### src/rtl/byte_manip_seq.sv
// byte_manip_seq: registered byte move/swap/sign-extend unit with multi-cycle byte reverse and rotate
module byte_manip_seq #(
  parameter int DATA_W = 16,
  localparam int NBYTES = DATA_W / 8,
  localparam int LANE_W = $clog2(NBYTES)
) (
  input  logic              clk,
  input  logic              rst,
  input  logic              in_valid,
  output logic              in_ready,
  input  logic [2:0]        op,
  input  logic [LANE_W-1:0] lane,
  input  logic [DATA_W-1:0] dst_in,
  input  logic [7:0]        byte_val,
  output logic              out_valid,
  input  logic              out_ready,
  output logic [DATA_W-1:0] dst_out,
  output logic              busy
);
  localparam int CW = LANE_W + 1;
  typedef enum logic [2:0] {MOVL, MOVLZ, MOVLS, MOVH, SWPB, REVB, ROTB, SXTB} op_e;
  typedef enum logic [1:0] {IDLE, EXEC, HOLD} state_e;
  if (DATA_W % 8 != 0 || DATA_W < 16) begin : g_bad_width
    $error("byte_manip_seq: DATA_W must be a multiple of 8 and >= 16");
  end
  state_e state, nxt_state;
  logic [DATA_W-1:0] work, nxt_work, nxt_out, single, first, step;
  logic [CW-1:0] cnt, nxt_cnt;
  logic is_rev, nxt_rev;
  logic [7:0] sel;
  int ln, steps, pj;
  function automatic logic [DATA_W-1:0] swap_b(input logic [DATA_W-1:0] w, input int a, input int b);
    logic [DATA_W-1:0] r;
    r = w;
    r[8*a +: 8] = w[8*b +: 8];
    r[8*b +: 8] = w[8*a +: 8];
    return r;
  endfunction
  function automatic logic [DATA_W-1:0] rot(input logic [DATA_W-1:0] w);
    return {w[DATA_W-9:0], w[DATA_W-1 -: 8]};
  endfunction
  assign ln = (int'(lane) >= NBYTES) ? NBYTES - 1 : int'(lane);
  assign sel = dst_in[8*ln +: 8];
  assign in_ready = state == IDLE && !rst;
  assign out_valid = state == HOLD;
  assign busy = state != IDLE;
  assign steps = op == REVB ? NBYTES / 2 : ln;
  // REVB starts at the innermost pair on accept and works outwards as cnt counts down
  assign first = op == REVB ? swap_b(dst_in, NBYTES / 2 - 1, NBYTES - NBYTES / 2) : rot(dst_in);
  assign pj = cnt == '0 ? 0 : int'(cnt) - 1;
  assign step = is_rev ? swap_b(work, pj, NBYTES - 1 - pj) : rot(work);
  always_comb begin
    case (op)
      MOVL:    single = {dst_in[DATA_W-1:8], byte_val};
      MOVLZ:   single = {{(DATA_W-8){1'b0}}, byte_val};
      MOVLS:   single = {{(DATA_W-8){1'b1}}, byte_val};
      MOVH:    single = {byte_val, dst_in[DATA_W-9:0]};
      SWPB:    single = swap_b(dst_in, 0, ln);
      default: single = {{(DATA_W-8){sel[7]}}, sel};
    endcase
  end
  always_comb begin
    nxt_state = state;
    nxt_out = dst_out;
    nxt_work = work;
    nxt_cnt = cnt;
    nxt_rev = is_rev;
    case (state)
      IDLE: if (in_valid && in_ready) begin
        nxt_rev = op == REVB;
        if ((op == REVB || op == ROTB) && steps != 0) begin
          nxt_work = first;
          nxt_cnt = CW'(steps - 1);
          nxt_out = steps == 1 ? first : dst_out;
          nxt_state = steps == 1 ? HOLD : EXEC;
        end else begin
          nxt_out = op == ROTB ? dst_in : single;
          nxt_state = HOLD;
        end
      end
      EXEC: begin
        nxt_work = step;
        nxt_cnt = cnt - CW'(1);
        nxt_out = cnt == CW'(1) ? step : dst_out;
        nxt_state = cnt == CW'(1) ? HOLD : EXEC;
      end
      HOLD: nxt_state = out_ready ? IDLE : HOLD;
      default: nxt_state = IDLE;
    endcase
  end
  always_ff @(posedge clk) begin
    if (rst) begin
      state <= IDLE;
      dst_out <= '0;
      work <= '0;
      cnt <= '0;
      is_rev <= 1'b0;
    end else begin
      state <= nxt_state;
      dst_out <= nxt_out;
      work <= nxt_work;
      cnt <= nxt_cnt;
      is_rev <= nxt_rev;
    end
  end
endmodule

### config.mk
export PLATFORM = sky130hd
export DESIGN_NAME = byte_manip_seq
export DESIGN_NICKNAME = d
export VERILOG_FILES = /design/src/rtl/byte_manip_seq.sv
export SDC_FILE = /design/constraint.sdc
export NUM_CORES = 1
export LEC_CHECK = 0
export BUFFER_PORTS_ARGS = -buffer_cell sky130_fd_sc_hd__buf_2
export CORE_AREA = 2 2 90 92
export DETAILED_ROUTE_END_ITERATION = 16
export DIE_AREA = 0 0 92 94
export PLACE_DENSITY_LB_ADDON = 0.12
export SLEW_MARGIN = 5
export SYNTH_ARGS = -nofsm -noshare
export SYNTH_HDL_FRONTEND = slang
export SYNTH_SLANG_ARGS = --single-unit
### constraint.sdc
create_clock -name clk -period 7.7 [get_ports clk]
set_input_delay 0.77 -clock clk [delete_from_list [all_inputs] [get_ports clk]]
set_output_delay 0.77 -clock clk [all_outputs]
set_load 0.05 [all_outputs]
==> results of run 1 <==
==> worst max path at each step <==
| stage | endpoint | slack [ns] | depth (start not counted) |
|---|---|---|---|
| 6_report | dst_out[9] | 4.57 | 11 |
| 5_1_grt | dst_out[10] | 4.25 | 11 |
| 4_1_cts | dst_out[12] | 4.62 | 11 |
| 3_5_place_dp | dst_out[9] | 4.61 | 11 |
| 3_3_place_gp | dst_out[3] | 4.41 | 5 |
| 2_1_floorplan | work[8] | 5.14 | 12 |
==> synthesized netlist by cell type (all sizes together) (10+ instances only) <==
master | count | area share (%)
clkbuf | 16 | 2.0
inv | 11 | 1.4
a21oi | 33 | 5.6
nor2 | 55 | 7.0
a311oi | 21 | 6.4
mux2i | 10 | 3.4
nand3 | 13 | 2.2
dfxtp | 37 | 25
buf | 14 | 2.5
ha | 11 | 4.6
o21ai | 24 | 4.1
a211oi | 11 | 2.8
nand2 | 29 | 3.7
==> area by class of cell <==
cell class / count / area share, %
inverter: 12 / 1.35
sequential: 37 / 22.3
clock inverter: 1 / 0.150
clock buffer: 7 / 2.89
multi-input combinational: 317 / 61.5
timing repair buffer: 52 / 7.97
tap: 102 / 3.83
==> flip-flops by register name, summed over array words and instances, names as in the netlist <==
name     count
cnt          2
dst_out     16
is_rev       1
state        2
work        16
==> stage by stage <==
step / instance area [um^2] / util, % / hold slack (ns) / worst slack [ns]
after detailed placement: 3230 / 42.4 / 0.492 / 4.61
after CTS: 3330 / 43.8 / 0.503 / 4.62
after global routing: 3330 / 43.8 / 0.530 / 4.25
after global placement: 3220 / 42.4 / 0.487 / 4.41
final: 3330 / 43.8 / 0.499 / 4.57
after floorplan: 2960 / - / 0.481 / 5.14
==> worst register-to-register path: stages, from the launching register on <==
cell and delay, ns:
dfxtp_1 0.43, inv_1 0.11, ha_1 0.26, inv_1 0.07, ha_1 0.25, inv_1 0.11
ha_1 0.16, nor3b_2 0.43, a21boi_0 0.17, nor2_1 0.50, a221oi_1 0.26, a311oi_1 0.30
==> logic make-up (layout without fill, tap and decap cells) <==
kind of cell | after synthesis | after routing | synth area share, %
flops | 37 | 37 | 25.0
fa+ha+maj | 11 | 11 | 4.64
buf+inv | 42 | 72 | 6.04
compound gates | 139 | 139 | 33.4
simple gates | 151 | 151 | 26.0
mux | 11 | 11 | 3.76
other cells | 2 | 2 | 0.253
xor+xnor | 3 | 3 | 0.887
==> placed cells by master, fill, tap and decap left out, types with 4 or more instances in the layout <==
| cell | instances |
|---|---|
| nor2_1 | 55 |
| buf_2 | 50 |
| dfxtp_1 | 37 |
| a21oi_1 | 32 |
| nand2_1 | 29 |
| o21ai_0 | 22 |
| a311oi_1 | 20 |
| nand3_1 | 13 |
| inv_1 | 11 |
| a211oi_1 | 11 |
| ha_1 | 11 |
| mux2i_1 | 10 |
| nand3b_1 | 9 |
| o221ai_1 | 9 |
| a221oi_1 | 8 |
| nor2b_1 | 7 |
| nor3_1 | 7 |
| clkbuf_8 | 7 |
| and3_1 | 6 |
| o41ai_1 | 5 |
| nand2b_1 | 4 |
| o2bb2ai_1 | 4 |
==> where the power goes <==
| part | switching (uW) | total, uW | internal (uW) |
|---|---|---|---|
| logic | 89.9 | 130 | 40.1 |
| clock network | 73.8 | 155 | 81.0 |
| registers | 7.01 | 208 | 201 |
==> per-layer routing <==
layer	track usage [%]	vias up	part of all wire, %
met3	2.17	21	4.5
met2	37.9	113	47
li1	-	1556	-
met1	34.3	1525	46
met4	8.33	0	2.4
met5	0	-	0
==> key figures, run 1 <==
Finish
  • ANT cells: 0
  • Filler cell count: 833
  • Nets: 468
  • Register area: 741 um^2
  • Layout cell share with drive strength beyond 1: 17.4%
  • Area occupied by multi-input gates: 2050 um^2
  • Area Overhead vs Synth: 12.3%
  • Fin cells: 528

Logic synthesis
  • Post-Syn Area: 2960 um^2
  • Ys Warns: 0
  • #FFs+latches synth: 37
  • Distinct cell type count after synthesis: 63
  • Post-Syn Area per Cell: 7.49 um^2
  • Synth Flop Type: dfxtp_1
  • Post-synth EDFFs: 0
  • Cells after Synth: 396
  • Post-synthesis net count: 439
  • Post-synthesis sequential area ratio: 25.0%
  • Asr flop ratio synth: 0%

GRT
  • Vias in the first global route: 2974
  • GR Overflow Total: 0
  • Global-route usage over all layers: 24.0%
  • Antenna violations before repair: 0
  • First-pass GRT wire length: 16.3 mm
  • Largest net degree at the start of global routing: 45

Worst setup path
  • Crit-path cells: inv_1 -> ha_1 -> inv_1 -> ha_1 -> inv_1 -> ha_1 -> nor3b_2 -> a21boi_0 -> nor2_1 -> a221oi_1 -> a311oi_1
  • RR Endpoint: dst_out[9]
  • Worst path max stage delay: 0.50 ns
  • Critical Path RT: 7.91 ns
  • Worst flop-to-flop path startpoint: cnt[0]
  • CP Buf/Inv Count: 3
  • CP Capture Type: register
  • CP Class: register to register
  • CP Launch Type: register
  • CP delay by family, top: simple AND/OR/NAND/NOR gates
  • Reg2reg setup slack: 4.57 ns
  • FF-to-FF path depth: 11
  • Crit path from: cnt[0]
  • Crit-path max FO: 7
  • CP arrival: 3.35 ns
  • Worst path slowest cell: nor2_1

Timing
  • Clk_skew: 0.00831 ns
  • Final Hold Fails: 0
  • Minimum clock period: 3.13 ns
  • Slew HR: 43.3%
  • Final setup violation count: 0
  • RSZ-0062 raised after global routing: no
  • Setup TNS: 0 ns
  • Achievable Freq: 0.319 GHz
  • Worst Tran Pin Value: 0.830 ns
  • Final-report max-slew violation count: 0
  • Final period util: 40.7%

Die
  • Placeable Area: 7610 um^2
  • FP Rows: 32
  • Num ports: 51
  • Die Ht: 94 um
  • Initial Utilization: 39.0%
  • Die Area: 8650 um^2
  • Chip Width: 92 um

CTS
  • Max clock buf depth: 2
  • Cts hold-fix bufs: 0
  • Post-CTS Setup Inserts: 0
  • Clock Sink Count: 37
  • Clock Pin Slew Worst Setup and Hold Paths: 0.08 ns
  • CTS root buf: clkbuf_8
  • CTS tree: done
  • Cts repair resizes: 0
  • H-tree levels: 2
  • Total CTS buffers: 5
  • Worst-skew pair later-pin latency: 0.30 ns

Detailed routing
  • Vias per inst: 6.09
  • Final ANT Viol Nets: 0
  • Drt wl/cell: 19.2 um
  • Drt pass-1 iters: 5
  • DRT iter0 DRCs: 229
  • DRC violations left: 0
  • Total number of vias: 3215
  • WL final: 10.2 mm

Placement
  • Port-buffer cells: 50
  • Inst Count DP: 520
  • Routability cong.: 0.854
  • Post-DP HPWL: 7.30 mm

Hold path
  • HP Start: dst_out[12]
  • Worst hold path type: register to register
  • Worst Hold Endpoint: dst_out[12]
  • Hold path depth: 2

Power
  • Worst IR Drop VDD: 0.0603 mV
  • Leak Pwr: 0.00129 uW
  • Pwr/cell area: 148 nW/um^2
  • Design Power: 493 uW

Run
  • Max Cap Viol: 0

Status
  • Status: completed
Note: power is estimated with default switching activity, not from simulation.
==> run 2, diff against run 1 <==
--- a/config.mk
+++ b/config.mk
@@ -5,10 +5,11 @@
 export SDC_FILE = /design/constraint.sdc
 export NUM_CORES = 1
 export LEC_CHECK = 0
+export ABC_AREA = 1
 export BUFFER_PORTS_ARGS = -buffer_cell sky130_fd_sc_hd__buf_2
-export CORE_AREA = 2 2 90 92
+export CORE_AREA = 2 2 96 98
 export DETAILED_ROUTE_END_ITERATION = 16
-export DIE_AREA = 0 0 92 94
+export DIE_AREA = 0 0 98 100
 export PLACE_DENSITY_LB_ADDON = 0.12
 export SLEW_MARGIN = 5
 export SYNTH_ARGS = -nofsm -noshare
==> constraint.sdc (replaced) <==
create_clock -name clk -period 2.7 [get_ports clk]
set_input_delay 0.27 -clock clk [delete_from_list [all_inputs] [get_ports clk]]
set_output_delay 0.27 -clock clk [all_outputs]
set_load 0.05 [all_outputs]
==> key figures, run 2 <==
Worst setup path
  • Critical Path RT: 2.92 ns
  • Crit-path cells: inv_1 -> ha_1 -> clkinv_1 -> ha_1 -> inv_1 -> ha_1 -> inv_1 -> nor2_1 -> nand3_2 -> nand2_1 -> nand2_1 -> o21ai_0 -> nand2_1 -> a21oi_1
  • Worst path slowest cell: dfxtp_1
  • Worst flop-to-flop path startpoint: cnt[0]
  • CP Capture Type: register
  • Worst path max stage delay: 0.41 ns
  • Crit-path max FO: 13
  • Reg2reg setup slack: 0.33 ns
  • RR Endpoint: dst_out[2]
  • CP Launch Type: register
  • CP arrival: 2.59 ns
  • CP Class: register to register
  • FF-to-FF path depth: 14

Power
  • Leak Pwr: 0.00205 uW
  • Pwr/cell area: 396 nW/um^2
  • Worst IR Drop VDD: 0.188 mV

Finish
  • Nets: 717
  • Final instance area: 3830 um^2
  • Area occupied by multi-input gates: 2290 um^2
  • Register area: 741 um^2
  • Most frequent cells in the layout: nand2_1, nor2_1, nand3_1
  • Layout cell share with drive strength beyond 1: 12.7%
  • ANT cells: 0
  • Area Overhead vs Synth: 12.7%
  • Most common cell after layout, fill and taps aside: nand2_1
  • Filler cell count: 1034
  • Largest registers: dst_out (16), work (16)

Logic synthesis
  • Post-synthesis net count: 675
  • Most common cell in the netlist: nand2_1
  • #FFs+latches synth: 37
  • Post-Syn Area per Cell: 5.38 um^2
  • Post-synthesis sequential area ratio: 21.8%
  • Synth Flop Type: dfxtp_1
  • Top cell type's share of synthesized area: 24.2%
  • Largest area contributor in the netlist: nand2_1
  • Most frequent cells after synthesis: nand2_1, nor2_1, nand3_1, inv_1, a21oi_1
  • Synth area leaders: nand2_1, dfxtp_1, nand3_1
  • Ys Warns: 0
  • Cells after Synth: 632
  • Post-Syn Area: 3400 um^2
  • Post-synth EDFFs: 0
  • Asr flop ratio synth: 0%
  • Distinct cell type count after synthesis: 30

Die
  • Die Ht: 100 um
  • Die Area: 9800 um^2
  • Chip Width: 98 um
  • Initial Utilization: 38.3%
  • Placeable Area: 8890 um^2
  • Num ports: 51
  • FP Rows: 35

Placement
  • Post-DP Area: 3740 um^2
  • Post-DP HPWL: 8.82 mm
  • Routability cong.: 0.922
  • Port-buffer cells: 50

CTS
  • Clock Pin Slew Worst Setup and Hold Paths: 0.08 ns
  • Clock Sink Count: 37
  • CTS tree: done
  • Max clock buf depth: 2
  • Worst-skew pair later-pin latency: 0.29 ns
  • Total CTS buffers: 5
  • Cts hold-fix bufs: 0
  • H-tree levels: 2
  • CTS root buf: clkbuf_8

Hold path
  • Worst hold path type: primary input to register
  • HP Start: dst_in[5]
  • Hold path depth: 3
  • Worst Hold Endpoint: work[13]

Timing
  • Slew HR: 55.2%
  • Final period util: 87.7%
  • Worst Tran Pin Value: 0.671 ns
  • Clk_skew: 0.00923 ns
  • RSZ-0062 raised after global routing: no
  • Setup TNS: 0 ns
  • Achievable Freq: 0.422 GHz
  • Final setup violation count: 0
  • Final-report max-slew violation count: 0
  • Final Hold Fails: 0
  • Minimum clock period: 2.37 ns

Detailed routing
  • Drt wl/cell: 15.1 um
  • Drt pass-1 iters: 5
  • WL final: 11.9 mm
  • Vias per inst: 5.28
  • DRC violations left: 0
  • DRT iter0 DRCs: 215
  • Final ANT Viol Nets: 0
  • Total number of vias: 4152

Status
  • Status: completed

GRT
  • Largest net degree at the start of global routing: 36
  • First-pass GRT wire length: 19.7 mm
  • Vias in the first global route: 3884
  • Global-route usage over all layers: 24.6%
  • GR Overflow Total: 0
  • Antenna violations before repair: 0

Run
  • Max Cap Viol: 0
==> run 2: kinds of logic (layout without fill, tap and decap cells) <==
family	count (synthesis)	in the layout	synth area share, %
and+or+nand+nor	385	385	46.7
other	2	2	0.221
adders and majority gates	11	11	4.05
DFF	37	37	21.8
xor gates and xnor gates	1	1	0.258
buffers and inverters	92	135	11.1
AOI/OAI and AO/OA	104	104	15.8
==> run 2: power by group <==
group,switching [uW],internal [uW]
combinational,365,144
clock,215,178
sequential,32.1,586
==> run 2: critical path, delay by kind of cell, from the launching register on <==
family | cells | cell delay, ns
compound gates | 2 | 0.27
buf+inv | 4 | 0.26
fa+ha+maj | 3 | 0.63
simple gates | 5 | 0.72
flops | 1 | 0.41
==> run 2: routing by layer <==
metal	wire length, um	share of wire (%)	vias to the layer above	global-route usage, %
li1	-	-	2093	-
met1	5400	45	1910	32.6
met2	5740	48	135	43.3
met3	608	5.1	14	2.37
met4	140	1.2	0	5.88
met5	0	0	-	0
==> run 2: worst max path at each step <==
| stage | start | to | depth (start not counted) |
|---|---|---|---|
| finish | cnt[0] | dst_out[2] | 14 |
| global route | cnt[0] | work[1] | 14 |
| CTS | cnt[0] | work[1] | 14 |
| detailed placement | cnt[0] | dst_out[1] | 14 |
| global placement | cnt[0] | dst_out[0] | 14 |
| floorplan | cnt[0] | dst_out[2] | 17 |
==> run 2: final cells by class <==
class | count | area share (%)
timing repair buffer | 60 | 8.49
clock inverter | 3 | 0.457
sequential | 37 | 19.3
multi-input combinational | 503 | 59.6
clock buffer | 5 | 1.80
tap | 111 | 3.62
inverter | 67 | 6.66
==> run 2: metrics by stage <==
stage / hold WS, ns / utilization (%) / setup slack, ns / power [uW] / instances
after CTS: 0.298 / 43.1 / 0.177 / 1520 / 786
final: 0.320 / 43.1 / 0.332 / 1520 / 786
after detailed placement: 0.532 / 42.1 / 0.202 / 1130 / 778
after floorplan: 0.418 / - / 0.238 / 988 / 632
after global routing: 0.305 / 43.1 / 0.0579 / 1620 / 786
after global placement: 0.507 / 42.1 / 0.273 / 1130 / 778
==> run 2: what timing repair did <==
action	in CTS	in global routing
resized for setup	0	1
endpoints found under the setup margin	0	12
buffers inserted	0	0
